## src/rtl/wd_sync_counter.sv

```systemverilog
// ---------------------------------------------------------------------------
// wd_sync_counter
//   Parameterised synchronous binary up/down modulus counter. Serves as the
//   timebase of the configuration watchdog (q[WIDTH-1] is the timeout flag)
//   and as a generic LPM-style counter.
//
// Parameters
//   LPM_WIDTH      counter width in bits (>=1)
//   LPM_MODULUS    wrap modulus; 0 = full range 2**LPM_WIDTH
//   LPM_DIRECTION  "UP", "DOWN", or "DEFAULT" (direction from updown)
//
// Ports
//   clk     rising-edge clock
//   nreset  synchronous reset, active-low (q -> 0)
//   cnt_en  count enable
//   cin     carry-in; counting needs cnt_en & cin
//   updown  1 = up, 0 = down; only used when LPM_DIRECTION == "DEFAULT"
//   sclr    synchronous clear to 0
//   sset    synchronous set to MAX
//   sload   synchronous load of data (reduced modulo MAX+1)
//   data    load value
//   q       registered count
//   cout    combinational terminal-count carry/borrow-out
// ---------------------------------------------------------------------------
module wd_sync_counter #(
   parameter int unsigned LPM_WIDTH     = 27,
   parameter int unsigned LPM_MODULUS   = 0,
   parameter string       LPM_DIRECTION = "UP"
) (
   input  logic                 clk,
   input  logic                 nreset,
   input  logic                 cnt_en,
   input  logic                 cin,
   input  logic                 updown,
   input  logic                 sclr,
   input  logic                 sset,
   input  logic                 sload,
   input  logic [LPM_WIDTH-1:0] data,
   output logic [LPM_WIDTH-1:0] q,
   output logic                 cout
);

   localparam int unsigned W = LPM_WIDTH;

   // Terminal-high value: all ones for full range, else modulus-1.
   localparam logic [W-1:0] MAX = (LPM_MODULUS == 0) ? {W{1'b1}}
                                                      : W'(LPM_MODULUS - 1);

   // Divisor for reducing out-of-range load values (unused for full range).
   localparam logic [W:0] MOD_EXT = (W+1)'((LPM_MODULUS == 0) ? 1 : LPM_MODULUS);

   localparam bit DIR_DEFAULT = (LPM_DIRECTION == "DEFAULT");
   localparam bit DIR_DOWN    = (LPM_DIRECTION == "DOWN");

   logic           up_c;
   logic           count_c;
   logic           at_max_c;
   logic           at_zero_c;
   logic [W-1:0]   load_val_c;
   logic [W-1:0]   next_q_c;

   // Direction and terminal-count decode.
   always_comb begin
      up_c      = DIR_DEFAULT ? updown : !DIR_DOWN;
      count_c   = cnt_en & cin;
      at_max_c  = (q == MAX);
      at_zero_c = (q == '0);
   end

   // Load value wrapped into 0..MAX so counting continues from a legal value.
   always_comb begin
      load_val_c = data;
      if (LPM_MODULUS != 0) begin
         load_val_c = W'({1'b0, data} % MOD_EXT);
      end
   end

   // Next-count selection: sclr > sset > sload > count > hold.
   always_comb begin
      next_q_c = q;
      if (sclr) begin
         next_q_c = '0;
      end else if (sset) begin
         next_q_c = MAX;
      end else if (sload) begin
         next_q_c = load_val_c;
      end else if (count_c) begin
         if (up_c) begin
            next_q_c = at_max_c ? '0 : q + W'(1);
         end else begin
            next_q_c = at_zero_c ? MAX : q - W'(1);
         end
      end
   end

   // Count register with synchronous active-low reset.
   always_ff @(posedge clk) begin
      if (!nreset) begin
         q <= '0;
      end else begin
         q <= next_q_c;
      end
   end

   // Terminal count: at MAX going up, at 0 going down, only while counting.
   assign cout = count_c & (up_c ? at_max_c : at_zero_c);

endmodule

```

## config.mk

```make
export PLATFORM = sky130hd
export DESIGN_NAME = wd_sync_counter
export DESIGN_NICKNAME = d
export VERILOG_FILES = /design/src/rtl/wd_sync_counter.sv
export SDC_FILE = /design/constraint.sdc
export NUM_CORES = 1
export LEC_CHECK = 0
export BUFFER_PORTS_ARGS = -buffer_cell sky130_fd_sc_hd__buf_2
export CAP_MARGIN = 20
export CORE_UTILIZATION = 40
export CTS_BUF_LIST = sky130_fd_sc_hd__clkbuf_8 sky130_fd_sc_hd__clkbuf_16
export DETAILED_ROUTE_END_ITERATION = 8
export PLACE_DENSITY = 0.66
export REMOVE_ABC_BUFFERS = 1
export SLEW_MARGIN = 20
export SYNTH_ARGS = -nofsm -noshare
export SYNTH_HDL_FRONTEND = slang
export SYNTH_SLANG_ARGS = --single-unit
```

## constraint.sdc

```tcl
create_clock -name clk -period 2.7 [get_ports clk]
set_input_delay 0.54 -clock clk [delete_from_list [all_inputs] [get_ports clk]]
set_output_delay 0.54 -clock clk [all_outputs]
set_load 0.005 [all_outputs]
```

# Word-level counts from Yosys, hierarchy flattened

Cells that the tools add are included.

Multiplexer cells: 4
Reduce and logical (&&, ||, !) cells: 2
Add/sub/neg operators: 1
Bitwise logic cells: 3
Eq/ne operators: 1

Operators by type and width:

| kind                  | count |
|---|---|
| $mux 27               | 4 |
| $add 27x1->27 const B | 1 |
| $eq 27x27->1 const B  | 1 |
| $reduce_bool 3->1     | 1 |
| $and 1x1->1           | 2 |
| $reduce_or 2->1       | 1 |
| $not 1->1             | 1 |

Register bits after elaboration: 27
Output and inout port bits: 28
Input port bits: 35

# Logic depth before layout (Yosys ltp)

Depth after elaboration: 5
Mapped depth: 9
Mapped depth without buffers: 6

# Worst setup path before layout

No wires, ideal clock.

Path type: register to register
Start: reg q[0]
End: reg q[8]
Data arrival time: 1.890 ns
Setup time: 0.088 ns
Path buffers: 3
Cell stages (with the launch flop): 10
Path slack: 0.722 ns
Cells stage by stage: dfxtp_1 -> ha_1 -> and4_4 -> buf_6 -> and3_4 -> buf_6 -> a41oi_4 -> buf_6 -> nand2_4 -> a311oi_2

Word-level cells in the longest chain between the ends: 5

RTL lines:

| item                                          | line   | source |
|---|---|---|
| from (decl)                                   | 39     | `output logic [LPM_WIDTH-1:0] q,` |
| from (signal assigned)                        | 101    | `q <= next_q_c;` |
| $add 27x1->27 or $eq 27x27->1 (tied branches) | 89, 66 |  |
| $mux 27 (*)                                   | 89     | `next_q_c = at_max_c ? '0 : q + W'(1);` |
| $mux 27 (*)                                   | 87     | `end else if (count_c) begin` |
| $mux 27 (*)                                   | 85     | `end else if (sload) begin` |
| $mux 27 (*)                                   | 83     | `end else if (sset) begin` |

Mark *: on every way between the ends. The rest lies on a longest branch, timed or not. The select of a mux whose other input is x is not followed.
A chain may end at the register's enable or synchronous reset.

# Worst setup path in the final report

Start: reg q[10]
End: out cout

Word-level cells in the longest chain between the ends: 2

RTL lines:

| item         | line | source |
|---|---|---|
| $eq 27x27->1 | 66   | `at_max_c = (q == MAX);` |
| $and 1x1->1  | 106  | `assign cout = count_c & (up_c ? at_max_c : at_zero_c);` |
| to (decl)    | 40   | `output logic cout` |

No other way between the ends.

==> metrics.md <==
| Metric | Value |
|---|---|
| Status | finished, violations left |
| Violated checks | DRC |
| Lkg Pwr | approximately 0.92 nW |
| Hold Fails Final Rpt | 0 |
| Worst setup SP type | flip-flop |
| Worst-Skew Late Latency | roughly 280 ps |
| Async set-reset flop share out of synthesis | 0% |
| All-Layer GR Usage | between 20% and 30% |
| Final GP Congestion | 0.834 |
| Vias in the first global route | around 1.9k |
| Pin count of the biggest net entering global routing | 30 |
| Initial cell density of the core | between 40% and 50% |
| Hold depth | 2 |
| Top Ports | 63 |
| Remaining global-route overflow | 0 |
| Synth Flop Type | dfxtp_1 |
| Nets | about 330 |
| Clk buf depth | 2 |
| Post-Syn Area | 1890 um2 |
| Post-Place Setup Slack | ~490 ps |
| Post-CTS sizing | 0 |
| Setup violators final | 0 |
| Synth Register Bits | 27 |
| Fill cells | 476 |
| Num CTS Buffers | 3 |
| Top cell type's share of synthesized area | between 20% and 30% |
| DRC | 12 |
| Yosys warns | 0 |
| WL per Instance | 16.1 um |
| Finished Layout Cells | approximately 340 |
| Pwr Density | around 400 nW/um2 |
| Core area | between 4000 and 5000 um2 |
| Share of layout cells above drive strength 1 | 28.0% |
| Post-synth EDFFs | 0 |
| Total length of routed wires | about 5.5 mm |
| H-tree depth | 1 |
| First-pass GRT wire length | about 8.9 mm |
| Max VDD drop | a little over 0.0002 V |
| Hold-fix buffers, CTS | 0 |
| Hold Path Sink | q[24] |
| Vias/cell | between 6 and 7 |
| Vias | ~2.1k |
| RR Endpoint | q[7] |
| Postcts setup bufs | 0 |
| Biggest area consumer among synthesized cells | dfxtp_1 |
| Clock Skews | approximately 7.3 ps |
| CTS sink cnt | 27 |
| Post-synthesis average cell area | a little under 8 um2 |
| Final worst slack | roughly 240 ps |
| Die height | between 70 and 80 um |
| CTS clock-pin slew for the worst setup and hold paths | 100 ps |
| Detailed Place HPWL | 3.81 mm |
| Final instance area | 2230 um2 |
| Netlist cell types | 52 |
| DRT Pass-1 Iters | 7 |
| Top reg by flops | q |
| CTS tree | built |
| Setup_tns | 0 ps |
| Worst slew margin | approximately 59% |
| Worst-Margin Slew | 620 ps |
| Maximum Capacitance Violations | 0 |
| Hold path start | data[24] |
| Crit Path Category | flip-flop to primary output |
| Critical register-to-register path startpoint | q[0] |
| Final ANT Viol Nets | 0 |
| Root buf cell | clkbuf_8 |
| Full die area | roughly 5000 um2 |
| CP endpoint kind | primary output |
| Fin crit share | between 90 and 100% |
| # placed instances | 337 |
| Rows | 24 |
| R2R Setup Slk | 480 ps |
| Number of port buffers | 61 |
| ANT cells | 0 |
| Worst Reg2Reg Path Length in Cells | 6 |
| Syn Inst Count | 240 |
| Regs by FF count | q: 27 flops |
| Hold WC Path Type | primary input to flip-flop |
| Fmax | around 400 MHz |
| Initial antenna violation count | 0 |
| Synth area leaders | dfxtp_1 (29%), a21oi_1 (6.6%), o21ai_0 (6.1%) |
| Slew Limit Fails | 0 |
| Fin crit period | around 2500 ps |
| DR iter-0 viols | ~200 |
| Chip width | ~70 um |
| Area grow syn2layout | 17.9% |
| Sequential share of the synthesized area | around 29% |
| Max reg flops | 27 |
| Worst Path Required | between 2000 and 2500 ps |
| Max Fanout on Critical Path | 7 |
| RSZ-0062 raised after global routing | false |
| Crit path arrival time | between 1500 and 2000 ps |
| Placed cell areas | about 2200 um2 |
[Yosys cell counts (2+ instances only)]
cell / count
and4_1: 4
clkbuf_1: 12
buf_6: 4
nand4_1: 6
o31a_1: 2
a21oi_1: 25
and3_1: 6
buf_2: 5
nand3_1: 18
nor2b_1: 2
a211oi_1: 2
o211ai_1: 2
dfxtp_1: 27
nor4_1: 4
mux2i_1: 2
o221ai_1: 2
a221o_1: 2
o211a_1: 5
a31oi_1: 4
xnor2_1: 4
a221oi_1: 8
a2111oi_0: 3
o21ai_0: 23
or3_1: 3
nor3b_1: 2
nand2_1: 15
nor3_1: 13
nor2_1: 8
nand2b_1: 4
[worst max-delay path, cell delays in order (launching register included)]
cell,delay [ps]
dfxtp_1,430
and3_1,300
and3_1,340
nand3_1,110
nor3_1,290
buf_2,170
[cell type report]
| cell class | count | area [um2] | share of cell area (%) |
|---|---|---|---|
| multi-input combinational | 191 | 1230 | 55.3 |
| sequential | 27 | 541 | 24.2 |
| timing repair buffer | 66 | 343 | 15.4 |
| tap | 52 | 65.1 | 2.92 |
| clock buffer | 3 | 41.3 | 1.85 |
| clock inverter | 1 | 3.75 | 0.168 |
| inverter | 1 | 3.75 | 0.168 |
[logic make-up (layout without fill, tap and decap cells)]
group / Yosys count / in the layout / synth area share [%]
AO/OA/AOI/OAI: 89 / 89 / 32.8
multiplexers: 3 / 3 / 1.65
adder cells (fa/ha/maj): 1 / 1 / 0.661
AND/OR/NAND/NOR: 93 / 93 / 27.7
flip-flops: 27 / 27 / 28.6
XOR/XNOR: 5 / 5 / 2.31
buffers and inverters: 22 / 71 / 6.28
[per-stage QoR]
stage / util, % / total power, mW / hold WS (ps)
after global placement: 49.2 / 0.647 / 556
final: 50.2 / 0.882 / 504
after global routing: 50.2 / 0.926 / 518
after CTS: 50.2 / 0.885 / 499
after floorplan: - / 0.554 / 540
after detailed placement: 49.2 / 0.650 / 567
[cells in the final DEF (no fill, tap or decap), types with 6 or more instances in the layout]
master	Yosys	routed
a21oi_1	25	25
a221oi_1	8	8
and3_1	6	6
buf_2	5	61
dfxtp_1	27	27
nand2_1	15	15
nand3_1	18	18
nand4_1	6	6
nor2_1	8	8
nor3_1	13	13
o21ai_0	23	23
[how the worst max path moves through the flow]
stage | slack (ps) | cells past startpoint | startpoint | end
global route | 90 | 5 | q[10] | cout
CTS | 280 | 5 | q[10] | cout
global placement | 530 | 6 | q[0] | q[7]
floorplan | 800 | 6 | q[0] | q[7]
finish | 240 | 5 | q[10] | cout
detailed placement | 490 | 6 | q[0] | q[7]
[layer usage]
| layer | share of wire (%) | vias up | track usage [%] |
|---|---|---|---|
| li1 | - | 1036 | - |
| met1 | 48 | 1013 | 30.7 |
| met2 | 45 | 88 | 36.8 |
| met3 | 7.0 | 5 | 2.99 |
| met4 | 0.51 | 0 | 3.33 |
| met5 | 0 | - | 0 |
[power by group]
group          switching (mW)  internal, mW  total [mW]  leakage (nW)
Clock                   0.137         0.102       0.239        0.0269
Sequential             0.0391         0.424       0.463         0.223
Combinational          0.0961        0.0840       0.180         0.668
Total                   0.272         0.610       0.882         0.918
No activity file was read; power rests on OpenSTA's default activity.
